### config.mk
export PLATFORM = sky130hd
export DESIGN_NAME = posit_mac_accum
export DESIGN_NICKNAME = d
export VERILOG_FILES = /design/src/rtl/posit_mac_accum.sv
export SDC_FILE = /design/constraint.sdc
export NUM_CORES = 1
export LEC_CHECK = 0
export CAP_MARGIN = 5
export CELL_PAD_IN_SITES_DETAIL_PLACEMENT = 1
export CELL_PAD_IN_SITES_GLOBAL_PLACEMENT = 1
export CORE_MARGIN = 10
export CORE_UTILIZATION = 35
export DETAILED_ROUTE_END_ITERATION = 16
export PLACE_DENSITY = 0.64
export SKIP_LAST_GASP = 1
export SYNTH_ARGS = -nofsm -noshare
export SYNTH_HDL_FRONTEND = slang
export SYNTH_SLANG_ARGS = --single-unit
### constraint.sdc
create_clock -name clk_i -period 12.25 [get_ports clk_i]
set_input_delay 1.225 -clock clk_i [delete_from_list [all_inputs] [get_ports clk_i]]
set_output_delay 1.225 -clock clk_i [all_outputs]
set_load 0.01 [all_outputs]
### src/rtl/posit_mac_accum.sv
// Exact posit product-accumulate stage: multiplies decoded operand pairs and sums LEN products in a quire.
// Optional build macro POSIT_MAC_CLR_EN adds a clr_i input that abandons the current vector.
module posit_mac_accum #(
  parameter int WIDTH = 8,
  parameter int EXP   = 2,
  parameter int LEN   = 16,
  localparam int MTS  = WIDTH - 3 - EXP,
  localparam int REGI = $clog2(WIDTH) + 1,
  localparam int SMAX = 2 * ((WIDTH - 2) * (2 ** EXP) + (2 ** EXP) - 1),
  localparam int FRAC = SMAX + 2 * MTS,
  localparam int QW   = SMAX + FRAC + 2 + $clog2(LEN) + 1
) (
  input  logic            clk_i,
  input  logic            rst_i,
`ifdef POSIT_MAC_CLR_EN
  input  logic            clr_i,
`endif
  input  logic            vld_i,
  input  logic            sign_a,
  input  logic            sign_b,
  input  logic [REGI-1:0] regi_a,
  input  logic [REGI-1:0] regi_b,
  input  logic [EXP-1:0]  exp_a,
  input  logic [EXP-1:0]  exp_b,
  input  logic [MTS-1:0]  mts_a,
  input  logic [MTS-1:0]  mts_b,
  input  logic [1:0]      cls_a,
  input  logic [1:0]      cls_b,
  output logic [QW-1:0]   acc_o,
  output logic            nar_o,
  output logic            vld_o,
  output logic            busy_o
);

  localparam int SW = $clog2(SMAX) + 2;
  localparam int MW = 2 * MTS + 2;
  localparam int CW = $clog2(LEN + 1);

  typedef enum logic {
    ST_IDLE,
    ST_ACC
  } state_e;

  logic clr_w;
`ifdef POSIT_MAC_CLR_EN
  assign clr_w = clr_i;
`else
  assign clr_w = 1'b0;
`endif

  // Stage 1: exact product of the two significands and combined scale
  logic [SW-1:0] reg_a_x, reg_b_x, scale_c;
  logic [MW-1:0] m_c;
  logic          zero_c, nar_c;

  always_comb begin
    reg_a_x = {{(SW-REGI){regi_a[REGI-1]}}, regi_a};
    reg_b_x = {{(SW-REGI){regi_b[REGI-1]}}, regi_b};
    scale_c = ((reg_a_x + reg_b_x) << EXP) + SW'(exp_a) + SW'(exp_b);
    m_c     = MW'({1'b1, mts_a}) * MW'({1'b1, mts_b});
    zero_c  = (cls_a == 2'b00) | (cls_b == 2'b00);
    nar_c   = (cls_a == 2'b10) | (cls_b == 2'b10);
  end

  logic          s1_vld_q, s1_vld_d;
  logic          s1_sign_q;
  logic [SW-1:0] s1_scale_q;
  logic [MW-1:0] s1_m_q;
  logic          s1_zero_q, s1_nar_q;

  // Stage 2: align product into the quire and accumulate
  state_e        state_q, state_d;
  logic [QW-1:0] acc_q, acc_d;
  logic [CW-1:0] cnt_q, cnt_d;
  logic          nar_q, nar_d;
  logic [QW-1:0] acc_o_q, acc_o_d;
  logic          nar_o_q, nar_o_d;
  logic          vld_o_q, vld_o_d;

  logic [SW-1:0] shamt;
  logic [QW-1:0] mag, term, base, sum;
  logic          last;

  always_comb begin
    shamt = s1_scale_q + SW'(SMAX);
    mag   = QW'(s1_m_q) << shamt;
    term  = (s1_zero_q | s1_nar_q) ? '0 : (s1_sign_q ? -mag : mag);
    // In IDLE the accumulator is known to be empty, so the first term starts from zero
    base  = (state_q == ST_IDLE) ? '0 : acc_q;
    sum   = base + term;
    last  = s1_vld_q && (cnt_q == CW'(LEN - 1));
  end

  always_comb begin
    s1_vld_d = vld_i & ~clr_w;
    state_d  = state_q;
    acc_d    = acc_q;
    cnt_d    = cnt_q;
    nar_d    = nar_q;
    acc_o_d  = acc_o_q;
    nar_o_d  = nar_o_q;
    vld_o_d  = 1'b0;
    if (clr_w) begin
      state_d = ST_IDLE;
      acc_d   = '0;
      cnt_d   = '0;
      nar_d   = 1'b0;
    end else if (s1_vld_q) begin
      if (last) begin
        nar_o_d = nar_q | s1_nar_q;
        acc_o_d = (nar_q | s1_nar_q) ? '0 : sum;
        vld_o_d = 1'b1;
        state_d = ST_IDLE;
        acc_d   = '0;
        cnt_d   = '0;
        nar_d   = 1'b0;
      end else begin
        state_d = ST_ACC;
        acc_d   = sum;
        cnt_d   = cnt_q + CW'(1);
        nar_d   = nar_q | s1_nar_q;
      end
    end
  end

  always_ff @(posedge clk_i) begin
    if (rst_i) begin
      s1_vld_q   <= 1'b0;
      s1_sign_q  <= 1'b0;
      s1_scale_q <= '0;
      s1_m_q     <= '0;
      s1_zero_q  <= 1'b0;
      s1_nar_q   <= 1'b0;
      state_q    <= ST_IDLE;
      acc_q      <= '0;
      cnt_q      <= '0;
      nar_q      <= 1'b0;
      acc_o_q    <= '0;
      nar_o_q    <= 1'b0;
      vld_o_q    <= 1'b0;
    end else begin
      s1_vld_q   <= s1_vld_d;
      s1_sign_q  <= sign_a ^ sign_b;
      s1_scale_q <= scale_c;
      s1_m_q     <= m_c;
      s1_zero_q  <= zero_c;
      s1_nar_q   <= nar_c;
      state_q    <= state_d;
      acc_q      <= acc_d;
      cnt_q      <= cnt_d;
      nar_q      <= nar_d;
      acc_o_q    <= acc_o_d;
      nar_o_q    <= nar_o_d;
      vld_o_q    <= vld_o_d;
    end
  end

  assign acc_o  = acc_o_q;
  assign nar_o  = nar_o_q;
  assign vld_o  = vld_o_q;
  assign busy_o = (cnt_q != '0) | s1_vld_q;

endmodule
==> results.yml <==
pwr:
  vdd_ir_drop_max_mv: 0.0863
  power.static_leakage_nw: 10.9
  pwr-share-seq_pct: 25.0
  cell_internal_pwr_mw: 1.99
  net-switching-power_mw: 1.76
  netSwitchingFraction_pct: 47.0
  power_frac_comb_pct: 48.9
  clock_power_share_pct: 26.1
  cellPowerDensity_mw_per_mm2: 140
  post-layout-total-power_mw: 3.75
setup_path:
  worstRegToRegCells: 31
  critical_path_at_ps: 11240
  worst_setup_path_startpoint: "s1_scale_q[1]"
  startpoint_type: "flip-flop"
  crit_buf_inv: 4
  kind_of_cell_adding_the_most_delay_to_the_critical_path: "simple AND/OR/NAND/NOR gates"
  slowest_stage: "sky130_fd_sc_hd__nor2_1"
  cp_num_cells: 31
  r2r_start: "s1_scale_q[1]"
  crit_path_capture_type: "flip-flop"
  path_class: "reg -> reg"
  critical_path.max_stage_delay_ps: 1030
  critPathRequiredTime_ps: 12700
  critical_path.max_fanout: 33
floorplanning:
  floorplan.die_area_mm2: 0.0781
  die-width_um: 279
  placeableCoreArea_mm2: 0.0669
  initial_standard_cell_utilization_of_the_core_pct: 35.2
  row_count: 95
  die_height_um: 279
  io-pin-count: 151
routing:
  postRouteAntennaNets: 0
  detail_route.iter0.violations: 1640
  post_drt_via_cell_ratio: 6.06
  drtPass1Iterations: 5
  vias: 24900
  wire_length_reported_by_the_detailed_router_mm: 108
  routedWlPerCell_um: 26.2
  drc_errors: 0
cells_and_area:
  final_cell_mix: "sky130_fd_sc_hd__nor2_1 (374), sky130_fd_sc_hd__nand2_1 (277), sky130_fd_sc_hd__dfxtp_1 (269), sky130_fd_sc_hd__a21oi_1 (253), sky130_fd_sc_hd__o21ai_0 (223)"
  multiInputGateArea_mm2: 0.0171
  mostFrequentLayoutCell: "sky130_fd_sc_hd__nor2_1"
  drive_gt1_share_pct: 5.41
  area_growth_syn_to_layout_pct: 14.0
  layout.filler_cells: 8301
  final_net_count: 3390
  sequential_cell_area_mm2: 0.00543
logic_synthesis:
  synth_sequential_area_ratio_pct: 23.0
  synth_seq_cells: 271
  synth_nets: 3373
  yosysUniqueCellTypes: 94
  synth_cells: 3197
  synth_area_leaders: "sky130_fd_sc_hd__dfxtp_1 (23%), sky130_fd_sc_hd__ha_1 (7.5%), sky130_fd_sc_hd__nor2_1 (6.0%), sky130_fd_sc_hd__a22o_1 (6.0%), sky130_fd_sc_hd__a21oi_1 (5.4%)"
  synth-async-reset-ratio_pct: 0
  netlist.area_leader.share_pct: 23.0
  yosys_most_used_dff: "sky130_fd_sc_hd__dfxtp_1"
  syn-cell-area_mm2: 0.0235
  synth.avg_cell_area_um2: 7.37
  netlist.top_cell.by_area: "sky130_fd_sc_hd__dfxtp_1"
  synthesis_warnings: 0
  synth-edff-count: 0
place:
  gpl.final_weighted_congestion: 1.01
  dp_worst_setup_slack_ps: 1700
  place.port_buffers: 150
  dpl.hpwl_mm: 82.9
clocking:
  post_cts_resized: 0
  clock_latency_ps: 570
  cts_setup_buffers: 0
  cts_tree: "built"
  postCtsHoldBufs: 0
  cts-buffers-inserted: 34
  cts_root_buffer: "sky130_fd_sc_hd__clkbuf_16"
  cts_max_path_buffers: 3
  cts-htree-levels: 2
  clkSlewWorstSetupHoldPaths_ps: 60
  cts.sink_count: 271
outcome:
  run_status: "finished clean"
timing:
  final-hold-violation-count: 0
  setup_violations: 0
  timing.clock.skew_ps: 30.2
  crit_share_post_route_pct: 88.1
  setup_ws_ps: 1460
  tightest_slew_ps: 1220
  slew_violations: 0
  fin_tns_setup_ps: 0
  fmaxAchievable_mhz: 92.7
  post-route-min-period_ps: 10790
  setup_repair_after_global_routing_missed_its_margin: "no"
  timing.slew.headroom_pct: 18.2
min_path:
  hold_class: "reg -> reg"
  launch_point_of_the_worst_hold_path: "acc_o[90]"
  min_path_cells: 2
grt:
  global_route.peak_usage_layer: "met2"
  gr-usage-met1_pct: 35.5
  met2_usage_pct: 43.8
  first_global_vias: 25300
  antenna_found_initial: 1
  global_route.usage.total_pct: 26.6
  globalRouteOverflowTotal: 0
  grt_first_pass_wirelength_mm: 163
  grt_max_degree: 92
  gr-usage-met3_pct: 4.01
run:
  cap_violations: 0
[synth_stat cells, types with 19 or more instances]
| cell | count |
|---|---|
| sky130_fd_sc_hd__nand2_1 | 277 |
| sky130_fd_sc_hd__dfxtp_1 | 271 |
| sky130_fd_sc_hd__nor3_1 | 38 |
| sky130_fd_sc_hd__o21a_1 | 26 |
| sky130_fd_sc_hd__a21o_1 | 95 |
| sky130_fd_sc_hd__o31ai_1 | 29 |
| sky130_fd_sc_hd__nand3_1 | 54 |
| sky130_fd_sc_hd__o211ai_1 | 23 |
| sky130_fd_sc_hd__o22ai_1 | 19 |
| sky130_fd_sc_hd__nor2b_1 | 21 |
| sky130_fd_sc_hd__a31oi_1 | 37 |
| sky130_fd_sc_hd__a211oi_1 | 21 |
| sky130_fd_sc_hd__nand4_1 | 67 |
| sky130_fd_sc_hd__a21oi_1 | 255 |
| sky130_fd_sc_hd__o21bai_1 | 38 |
| sky130_fd_sc_hd__nand2b_1 | 35 |
| sky130_fd_sc_hd__ha_1 | 141 |
| sky130_fd_sc_hd__o21ai_0 | 225 |
| sky130_fd_sc_hd__and2_1 | 151 |
| sky130_fd_sc_hd__a22o_1 | 160 |
| sky130_fd_sc_hd__xor2_1 | 94 |
| sky130_fd_sc_hd__xnor2_1 | 106 |
| sky130_fd_sc_hd__inv_1 | 63 |
| sky130_fd_sc_hd__nor2_1 | 378 |
| sky130_fd_sc_hd__a22oi_1 | 87 |
| sky130_fd_sc_hd__clkbuf_1 | 203 |
[flip-flops by register name, indices dropped and copies added (netlist names)]
signal,count
s1_sign_q,1
nar_o,1
vld_o,1
acc_q,121
state_q,1
s1_zero_q,1
cnt_q,5
acc_o,121
s1_m_q,8
nar_q,1
s1_nar_q,1
s1_vld_q,1
s1_scale_q,8
[routing by layer]
layer / part of all wire [%] / vias up
met5: 0.012 / -
met4: 2.9 / 2
met3: 5.1 / 143
met2: 46 / 631
met1: 46 / 12500
li1: - / 11700
[cells by family (layout without fill, tap and decap cells)]
group | count (synthesis) | count (layout) | share of synthesized area, %
other | 0 | 1 | 0
AND/OR/NAND/NOR | 1114 | 1114 | 22.6
flip-flops | 271 | 271 | 23.0
buffers and inverters | 293 | 333 | 4.77
adder cells (fa/ha/maj) | 149 | 149 | 8.17
multiplexers | 22 | 22 | 1.24
AO/OA/AOI/OAI | 1148 | 1148 | 32.8
XOR/XNOR | 200 | 200 | 7.44
[cell type report]
cell class | instances | share of cell area (%)
clock buffers | 48 | 3.62
multi-input cells | 2633 | 63.6
well taps | 873 | 4.07
clock inverters | 11 | 0.312
inverters | 65 | 0.908
repair buffers | 209 | 7.22
diodes | 1 | 0.00932
flip-flops and latches | 271 | 20.2
[path summary, 6_finish.rpt]
check | endpoint | slack (ps)
hold reg to reg | acc_o[90] | 460
setup reg to reg | acc_o[120] | 1460
hold / removal | acc_o[90] | 460
setup / recovery | acc_o[120] | 1460
[power by group through the flow]
stage          logic, mW  clock network (mW)  registers [mW]
3_3_place_gp        1.76                   0           0.952
2_1_floorplan       1.14                   0           0.940
6_report            1.83               0.979           0.936
5_1_grt             1.96                1.04           0.941
3_5_place_dp        1.78                   0           0.955
4_1_cts             1.79                1.01           0.936
[worst min-delay path, stage by stage (launching register included)]
cell and delay, ps:
sky130_fd_sc_hd__dfxtp_1 320, sky130_fd_sc_hd__nand2_1 50, sky130_fd_sc_hd__o21ai_0 60
[stage by stage]
| stage | std cells | hold WS (ps) | cell area (µm²) | util, % |
|---|---|---|---|---|
| final | 4111 | 457 | 26900 | 40.1 |
| after CTS | 4109 | 452 | 26800 | 40.1 |
| after global placement | 4050 | 426 | 25800 | 38.5 |
| after floorplan | 3197 | 417 | 23500 | - |
| after detailed placement | 4050 | 437 | 25800 | 38.5 |
| after global routing | 4110 | 477 | 26900 | 40.1 |
Power figures use the tool's default switching activity.
